### src/rtl/roi_axis_fifo_if.sv
`default_nettype none
// ---------------------------------------------------------------------------
// roi_axis_fifo_if : ROI pixel stream in/out plus FIFO status and control
// rev 1.0
// ---------------------------------------------------------------------------
interface roi_axis_fifo_if #(
   parameter int BIT_D = 8,
   parameter int DEPTH = 16,
   parameter int CNT_W = 21
);
   localparam int LVL_W = $clog2(DEPTH) + 1;

   logic [BIT_D-1:0] tdata_i;
   logic             tvalid_i;
   logic             tlast_i;
   logic             tready_i;
   logic             ovf_clr_i;

   logic [BIT_D-1:0] tdata_o;
   logic             tvalid_o;
   logic             tlast_o;
   logic [LVL_W-1:0] level_o;
   logic [CNT_W-1:0] frame_len_o;
   logic             frame_done_o;
   logic             frame_act_o;
   logic             ovf_o;

   // FIFO side
   modport slave (
      input  tdata_i, tvalid_i, tlast_i, tready_i, ovf_clr_i,
      output tdata_o, tvalid_o, tlast_o, level_o, frame_len_o,
             frame_done_o, frame_act_o, ovf_o
   );

   // Stream source / sink side
   modport master (
      output tdata_i, tvalid_i, tlast_i, tready_i, ovf_clr_i,
      input  tdata_o, tvalid_o, tlast_o, level_o, frame_len_o,
             frame_done_o, frame_act_o, ovf_o
   );
endinterface
`default_nettype wire

### src/rtl/roi_axis_fifo.sv
`default_nettype none
// ---------------------------------------------------------------------------
// roi_axis_fifo : FWFT buffer for the non-stallable ROI stream + frame tracker
// rev 1.0
// ---------------------------------------------------------------------------
module roi_axis_fifo #(
   parameter int BIT_D = 8,
   parameter int DEPTH = 16,
   parameter int CNT_W = 21
) (
   input  wire logic       clk_i,
   input  wire logic       arst_i,
   roi_axis_fifo_if.slave  bus
);
   localparam int               PTR_W    = $clog2(DEPTH);
   localparam int               LVL_W    = PTR_W + 1;
   localparam logic [LVL_W-1:0] LVL_FULL = LVL_W'(DEPTH);
   localparam logic [CNT_W-1:0] CNT_MAX  = '1;

   typedef enum logic [0:0] {
      ST_IDLE   = 1'b0,
      ST_ACTIVE = 1'b1
   } state_t;

   logic [BIT_D:0]   mem_q [DEPTH];
   logic [PTR_W-1:0] wr_ptr_q, wr_ptr_d;
   logic [PTR_W-1:0] rd_ptr_q, rd_ptr_d;
   logic [LVL_W-1:0] level_q, level_d;
   logic             ovf_q, ovf_d;
   state_t           state_q, state_d;
   logic [CNT_W-1:0] pix_cnt_q, pix_cnt_d;
   logic [CNT_W-1:0] frame_len_q, frame_len_d;
   logic             frame_done_q, frame_done_d;

   logic             rd_en, wr_en, drop;
   logic             out_valid;
   logic [BIT_D:0]   head;
   logic [CNT_W-1:0] pix_inc;

   // The source cannot be stalled, so a beat arriving at a full FIFO with no
   // simultaneous read is simply lost and flagged.
   always_comb begin
      out_valid = (level_q != '0);
      rd_en     = out_valid && bus.tready_i;
      wr_en     = bus.tvalid_i && ((level_q != LVL_FULL) || rd_en);
      drop      = bus.tvalid_i && !wr_en;

      wr_ptr_d  = wr_en ? wr_ptr_q + PTR_W'(1) : wr_ptr_q;
      rd_ptr_d  = rd_en ? rd_ptr_q + PTR_W'(1) : rd_ptr_q;

      level_d = level_q;
      if (wr_en && !rd_en) begin
         level_d = level_q + LVL_W'(1);
      end else if (rd_en && !wr_en) begin
         level_d = level_q - LVL_W'(1);
      end

      ovf_d = ovf_q;
      if (drop) begin
         ovf_d = 1'b1;
      end else if (bus.ovf_clr_i) begin
         ovf_d = 1'b0;
      end
   end

   // Counts every input beat, accepted or dropped.
   always_comb begin
      pix_inc      = (pix_cnt_q == CNT_MAX) ? CNT_MAX : pix_cnt_q + CNT_W'(1);
      state_d      = state_q;
      pix_cnt_d    = pix_cnt_q;
      frame_len_d  = frame_len_q;
      frame_done_d = 1'b0;

      case (state_q)
         ST_IDLE:   if (bus.tvalid_i && !bus.tlast_i) state_d = ST_ACTIVE;
         ST_ACTIVE: if (bus.tvalid_i &&  bus.tlast_i) state_d = ST_IDLE;
         default:   state_d = ST_IDLE;
      endcase

      if (bus.tvalid_i) begin
         if (bus.tlast_i) begin
            frame_len_d  = pix_inc;
            pix_cnt_d    = '0;
            frame_done_d = 1'b1;
         end else begin
            pix_cnt_d    = pix_inc;
         end
      end
   end

   always_ff @(posedge clk_i or negedge arst_i) begin
      if (!arst_i) begin
         wr_ptr_q     <= '0;
         rd_ptr_q     <= '0;
         level_q      <= '0;
         ovf_q        <= 1'b0;
         state_q      <= ST_IDLE;
         pix_cnt_q    <= '0;
         frame_len_q  <= '0;
         frame_done_q <= 1'b0;
      end else begin
         wr_ptr_q     <= wr_ptr_d;
         rd_ptr_q     <= rd_ptr_d;
         level_q      <= level_d;
         ovf_q        <= ovf_d;
         state_q      <= state_d;
         pix_cnt_q    <= pix_cnt_d;
         frame_len_q  <= frame_len_d;
         frame_done_q <= frame_done_d;
      end
   end

   // Storage carries no reset.
   always_ff @(posedge clk_i) begin
      if (wr_en) begin
         mem_q[wr_ptr_q] <= {bus.tlast_i, bus.tdata_i};
      end
   end

   assign head             = mem_q[rd_ptr_q];
   assign bus.tvalid_o     = out_valid;
   assign bus.tdata_o      = out_valid ? head[BIT_D-1:0] : '0;
   assign bus.tlast_o      = out_valid & head[BIT_D];
   assign bus.level_o      = level_q;
   assign bus.frame_len_o  = frame_len_q;
   assign bus.frame_done_o = frame_done_q;
   assign bus.frame_act_o  = (state_q == ST_ACTIVE);
   assign bus.ovf_o        = ovf_q;

endmodule
`default_nettype wire

### src/flat_wrapper.sv
// flat-port wrapper written by rule: the top's interface ports become plain ports
module roi_axis_fifo_flat 
#(
   parameter int BIT_D = 8,
   parameter int DEPTH = 16,
   parameter int CNT_W = 21
)
  (clk_i, arst_i, bus_tdata_i, bus_tvalid_i, bus_tlast_i, bus_tready_i, bus_ovf_clr_i, bus_tdata_o, bus_tvalid_o, bus_tlast_o, bus_level_o, bus_frame_len_o, bus_frame_done_o, bus_frame_act_o, bus_ovf_o);
  roi_axis_fifo_if #(.BIT_D(BIT_D), .DEPTH(DEPTH), .CNT_W(CNT_W)) bus_i ();
  input  wire logic clk_i;
  input  wire logic arst_i;
  input wire logic [$bits(bus_i.tdata_i)-1:0] bus_tdata_i;
  input wire logic [$bits(bus_i.tvalid_i)-1:0] bus_tvalid_i;
  input wire logic [$bits(bus_i.tlast_i)-1:0] bus_tlast_i;
  input wire logic [$bits(bus_i.tready_i)-1:0] bus_tready_i;
  input wire logic [$bits(bus_i.ovf_clr_i)-1:0] bus_ovf_clr_i;
  output wire logic [$bits(bus_i.tdata_o)-1:0] bus_tdata_o;
  output wire logic [$bits(bus_i.tvalid_o)-1:0] bus_tvalid_o;
  output wire logic [$bits(bus_i.tlast_o)-1:0] bus_tlast_o;
  output wire logic [$bits(bus_i.level_o)-1:0] bus_level_o;
  output wire logic [$bits(bus_i.frame_len_o)-1:0] bus_frame_len_o;
  output wire logic [$bits(bus_i.frame_done_o)-1:0] bus_frame_done_o;
  output wire logic [$bits(bus_i.frame_act_o)-1:0] bus_frame_act_o;
  output wire logic [$bits(bus_i.ovf_o)-1:0] bus_ovf_o;
  assign bus_i.tdata_i = bus_tdata_i;
  assign bus_i.tvalid_i = bus_tvalid_i;
  assign bus_i.tlast_i = bus_tlast_i;
  assign bus_i.tready_i = bus_tready_i;
  assign bus_i.ovf_clr_i = bus_ovf_clr_i;
  assign bus_tdata_o = bus_i.tdata_o;
  assign bus_tvalid_o = bus_i.tvalid_o;
  assign bus_tlast_o = bus_i.tlast_o;
  assign bus_level_o = bus_i.level_o;
  assign bus_frame_len_o = bus_i.frame_len_o;
  assign bus_frame_done_o = bus_i.frame_done_o;
  assign bus_frame_act_o = bus_i.frame_act_o;
  assign bus_ovf_o = bus_i.ovf_o;
  roi_axis_fifo #(.BIT_D(BIT_D), .DEPTH(DEPTH), .CNT_W(CNT_W)) u_core (.clk_i(clk_i), .arst_i(arst_i), .bus(bus_i));
endmodule
### config.mk
export PLATFORM = sky130hd
export DESIGN_NAME = roi_axis_fifo_flat
export DESIGN_NICKNAME = d
export VERILOG_FILES = /design/src/rtl/roi_axis_fifo_if.sv /design/src/rtl/roi_axis_fifo.sv /design/src/flat_wrapper.sv
export SDC_FILE = /design/constraint.sdc
export NUM_CORES = 1
export LEC_CHECK = 0
export ABC_AREA = 1
export CORE_ASPECT_RATIO = 0.7
export CORE_MARGIN = 10
export CORE_UTILIZATION = 55
export CTS_CLUSTER_SIZE = 14
export DETAILED_ROUTE_END_ITERATION = 10
export PLACE_DENSITY = 0.85
export REMOVE_ABC_BUFFERS = 1
export SLEW_MARGIN = 20
export SYNTH_ARGS = -nofsm -noshare
export SYNTH_HDL_FRONTEND = slang
export SYNTH_SLANG_ARGS = --single-unit
### constraint.sdc
create_clock -name clk_i -period 2.9 [get_ports clk_i]
set_clock_uncertainty 0.1 [all_clocks]
set_input_delay 0.58 -clock clk_i [delete_from_list [all_inputs] [get_ports clk_i]]
set_output_delay 0.58 -clock clk_i [all_outputs]
set_load 0.01 [all_outputs]
==> metrics.md <==
| Metric | Value |
|---|---|
| Static Leakage | `4.44 nW` |
| # setup viols final | `0` |
| Drt pass-1 iters | `6` |
| Antenna-violating nets left | `0` |
| Vias in the first global route | `6433` |
| Number of standard cells in the layout, taps in and fillers out | `1202` |
| P&R area growth vs syn | `18.3%` |
| Post-DR wirelength/cell | `18.1 microns` |
| Compound-cell area share of the yosys netlist | `0.0232` |
| DIE HEIGHT | `127 microns` |
| Clock transition at path regs | `0.06 ns` |
| Combinational power share | `0.351` |
| DRT iter0 DRCs | `917` |
| Worst Tran Pin Value | `0.726 ns` |
| Core area | `0.0157 sq mm` |
| Fraction of layout cells with a size suffix above 1 | `0.106` |
| Total Wirelength | `21.7 mm` |
| Most frequent CP cell | `nand2_1` |
| CP cell instances | `inv_6, clkbuf_16, nand2_1, nand3_1, nand3_1, nand2_1, nand2_1, a21oi_1, clkdlybuf4s15_1` |
| Initial Util | `0.570` |
| Xor and xnor area share after synthesis | `0.0147` |
| Mux cell area share after synthesis | `0` |
| Clock share of power | `0.270` |
| Clk sink count | `202` |
| CTS Buf Count | `20` |
| Critical path peak fanout | `13` |
| Diodes inserted | `0` |
| WS Path Type | `register to primary output` |
| Boundary pin count | `53` |
| Nets | `993` |
| Routed vias/inst | `5.54` |
| PD cells | `886 mW/mm^2` |
| Die Area | `0.0219 sq mm` |
| Fill count | `1099` |
| Final Max Tran Viols | `0` |
| Port bufs | `52` |
| Vias | `6665` |
| Adder-cell share of the synthesized area | `0.0162` |
| Commonest non-fill, non-tap cells in the layout | `343 x nand2_1, 144 x edfxtp_1, 126 x nand3_1` |
| CTS Root Buffer Type | `clkbuf_16` |
| Sw frac | `0.350` |
| Total GRT Usage | `0.193` |
| P_sw | `3.30 mW` |
| Hold WC Path Type | `input port to async pin` |
| Row cnt | `38` |
| GRT Residual Overflow | `0` |
| Most Crowded Layer GR | `met2` |
| Die width | `173 microns` |
| Period minus WS final | `2.86 ns` |
| Max-Cap Viols | `0` |
| Dpl hpwl | `13.8 mm` |
| Register area | `0.00578 sq mm` |
| Clk_lat worst skew | `0.50 ns` |
| Routability cong. | `0.840` |
| Max stage delay on crit path | `0.46 ns` |
| GR Util met2 | `0.302` |
| Largest net degree at the start of global routing | `45` |
| Worst setup EP type | `primary output` |
| Mapped Area | `0.00896 sq mm` |
| Int Power | `6.11 mW` |
| Ranking of synthesized cells by area | `edfxtp_1 48%, dfrtp_1 16%, nand2_1 14%, nand3_1 7.0%, nor2_1 1.9%` |
| Met1 usage in global routing | `0.269` |
| Dpl cells | `1164` |
| Gate Count Post-Synth | `891` |
| Failing checks | `negative hold slack` |
| Synthesis Warnings | `0` |
| M3 GR Usage | `0.0341` |
| CP max stage cell | `dfrtp_2` |
| Worst Path Required | `2.22 ns` |
| Synth cell types | `37` |
| Final hold violation count | `8` |
| Seq/Total Area, Yosys | `0.644` |
| Period Utilization, post-route | `0.988` |
| CTS Buffer Depth | `3` |
| Max H-tree Level | `1` |
| Global-route wire length before repair | `34.4 mm` |
| Synthesized area per cell | `10.1 sq um` |
| Most common cell after layout, fill and taps aside | `nand2_1` |
| Final hold slack | `-0.00317 ns` |
| Area share of and/or/nand/nor cells after synthesis | `0.263` |
| Drt drc | `0` |
| Status | `complete, but fails checks` |
| Combinational family with the most area after synthesis | `simple AND/OR/NAND/NOR gates` |
| Hold-fix buffers, CTS | `0` |
| Flop pwr share | `0.380` |
| Slew margin rel. | `0.514` |
| Sum Neg Setup Slack | `0 ns` |
| Initial antenna violation count | `0` |
| Unrepaired setup endpoints after global routing | `no` |
| Crit path DAT | `2.18 ns` |
| Postcts setup bufs | `0` |
| Area of the multi-input gates | `0.00285 sq mm` |
| VDD IR-drop max | `605 uV` |
| CTS tree | `done` |
| Critical Path Start Type | `register` |
| Area leader, netlist | `edfxtp_1` |
| Max Fclk | `349 MHz` |
| Register bit total from synthesis | `202` |
| Synth top area share | `0.482` |
-- sequential cells by signal (all words and copies together) (netlist names), named ones only --
signal                   flops
u_core.bus.frame_done_o      1
u_core.bus.frame_len_o      21
u_core.bus.level_o           5
u_core.bus.ovf_o             1
u_core.mem_q               144
u_core.pix_cnt_q            21
u_core.rd_ptr_q              4
u_core.wr_ptr_q              4
-- Yosys cell counts, drive strengths merged --
library cell / count
a21boi: 1
a21oi: 11
a31oi: 8
and2: 1
buf: 21
clkbuf: 16
clkinv: 2
dfrtp: 58
edfxtp: 144
fa: 1
ha: 10
inv: 41
nand2: 351
nand3: 132
nand3b: 3
nand4: 3
nor2: 51
nor3: 3
o21ai: 16
o21bai: 1
or2: 2
xnor2: 2
xor2: 13
-- worst paths after layout --
kind                                       startpoint                    endpoint  slack [ns]  cells past startpoint
min in group clk_i         u_core.bus.frame_len_o[18]  u_core.bus.frame_len_o[18]        0.38                      2
hold / removal                                 arst_i        u_core.pix_cnt_q[20]      -0.003                      1
setup / recovery                   u_core.rd_ptr_q[0]                 bus_tlast_o        0.04                      9
max in group asynchronous                      arst_i          u_core.rd_ptr_q[0]        2.11                      2
setup reg to reg                u_core.bus.level_o[1]       u_core.bus.level_o[4]        0.18                     12
hold reg to reg            u_core.bus.frame_len_o[18]  u_core.bus.frame_len_o[18]        0.38                      2
-- cells by family after synthesis --
kind of cell / Yosys count
AND/OR/NAND/NOR: 546
flip-flops: 202
buffers and inverters: 80
AO/OA/AOI/OAI: 37
XOR/XNOR: 15
adder cells (fa/ha/maj): 11
-- worst max-delay path: cells and delay by family, from the launching register on --
family,cells,cell delay (ns)
AO/OA/AOI/OAI,1,0.24
buffers and inverters,3,0.60
flip-flops,1,0.46
AND/OR/NAND/NOR,5,0.38
-- layer usage --
| layer | up-vias | wire length (microns) |
|---|---|---|
| met1 | 3127 | 9150 |
| met4 | 0 | 550 |
| li1 | 3134 | - |
| met5 | - | 0 |
| met3 | 48 | 2050 |
| met2 | 356 | 9940 |
-- per-stage QoR --
step           setup WS (ns)  instance area [sq um]   util  total power [mW]
5_1_grt              0.00425                  10600  0.674              9.87
3_3_place_gp           0.130                   9890  0.629              6.67
2_1_floorplan         -0.459                   8780      -              5.38
6_report              0.0358                  10600  0.674              9.40
3_5_place_dp          0.0974                   9890  0.629              6.77
4_1_cts               0.0412                  10600  0.671              9.30
-- what timing repair did --
item / 4_1_cts / 5_1_grt
endpoints found under the hold margin: 0 / 0
endpoints found under the setup margin: 9 / 9
gates cloned: 1 / 1
resized for setup: 18 / 10
-- power groups by stage --
stage               Combinational (mW)  Clock, mW  Sequential (mW)
finish                            3.30       2.54             3.57
global route                      3.60       2.67             3.60
CTS                               3.17       2.56             3.57
detailed placement                3.15          0             3.62
global placement                  3.07          0             3.61
floorplan                         1.59          0             3.79
-- layout make-up --
class / count / area share
multi-input cells: 609 / 0.268
well taps: 220 / 0.0259
repair buffers: 92 / 0.0847
flip-flops and latches: 202 / 0.545
inverters: 43 / 0.0158
clock inverters: 11 / 0.0107
clock buffers: 25 / 0.0499
No activity file was read; power rests on OpenSTA's default activity.
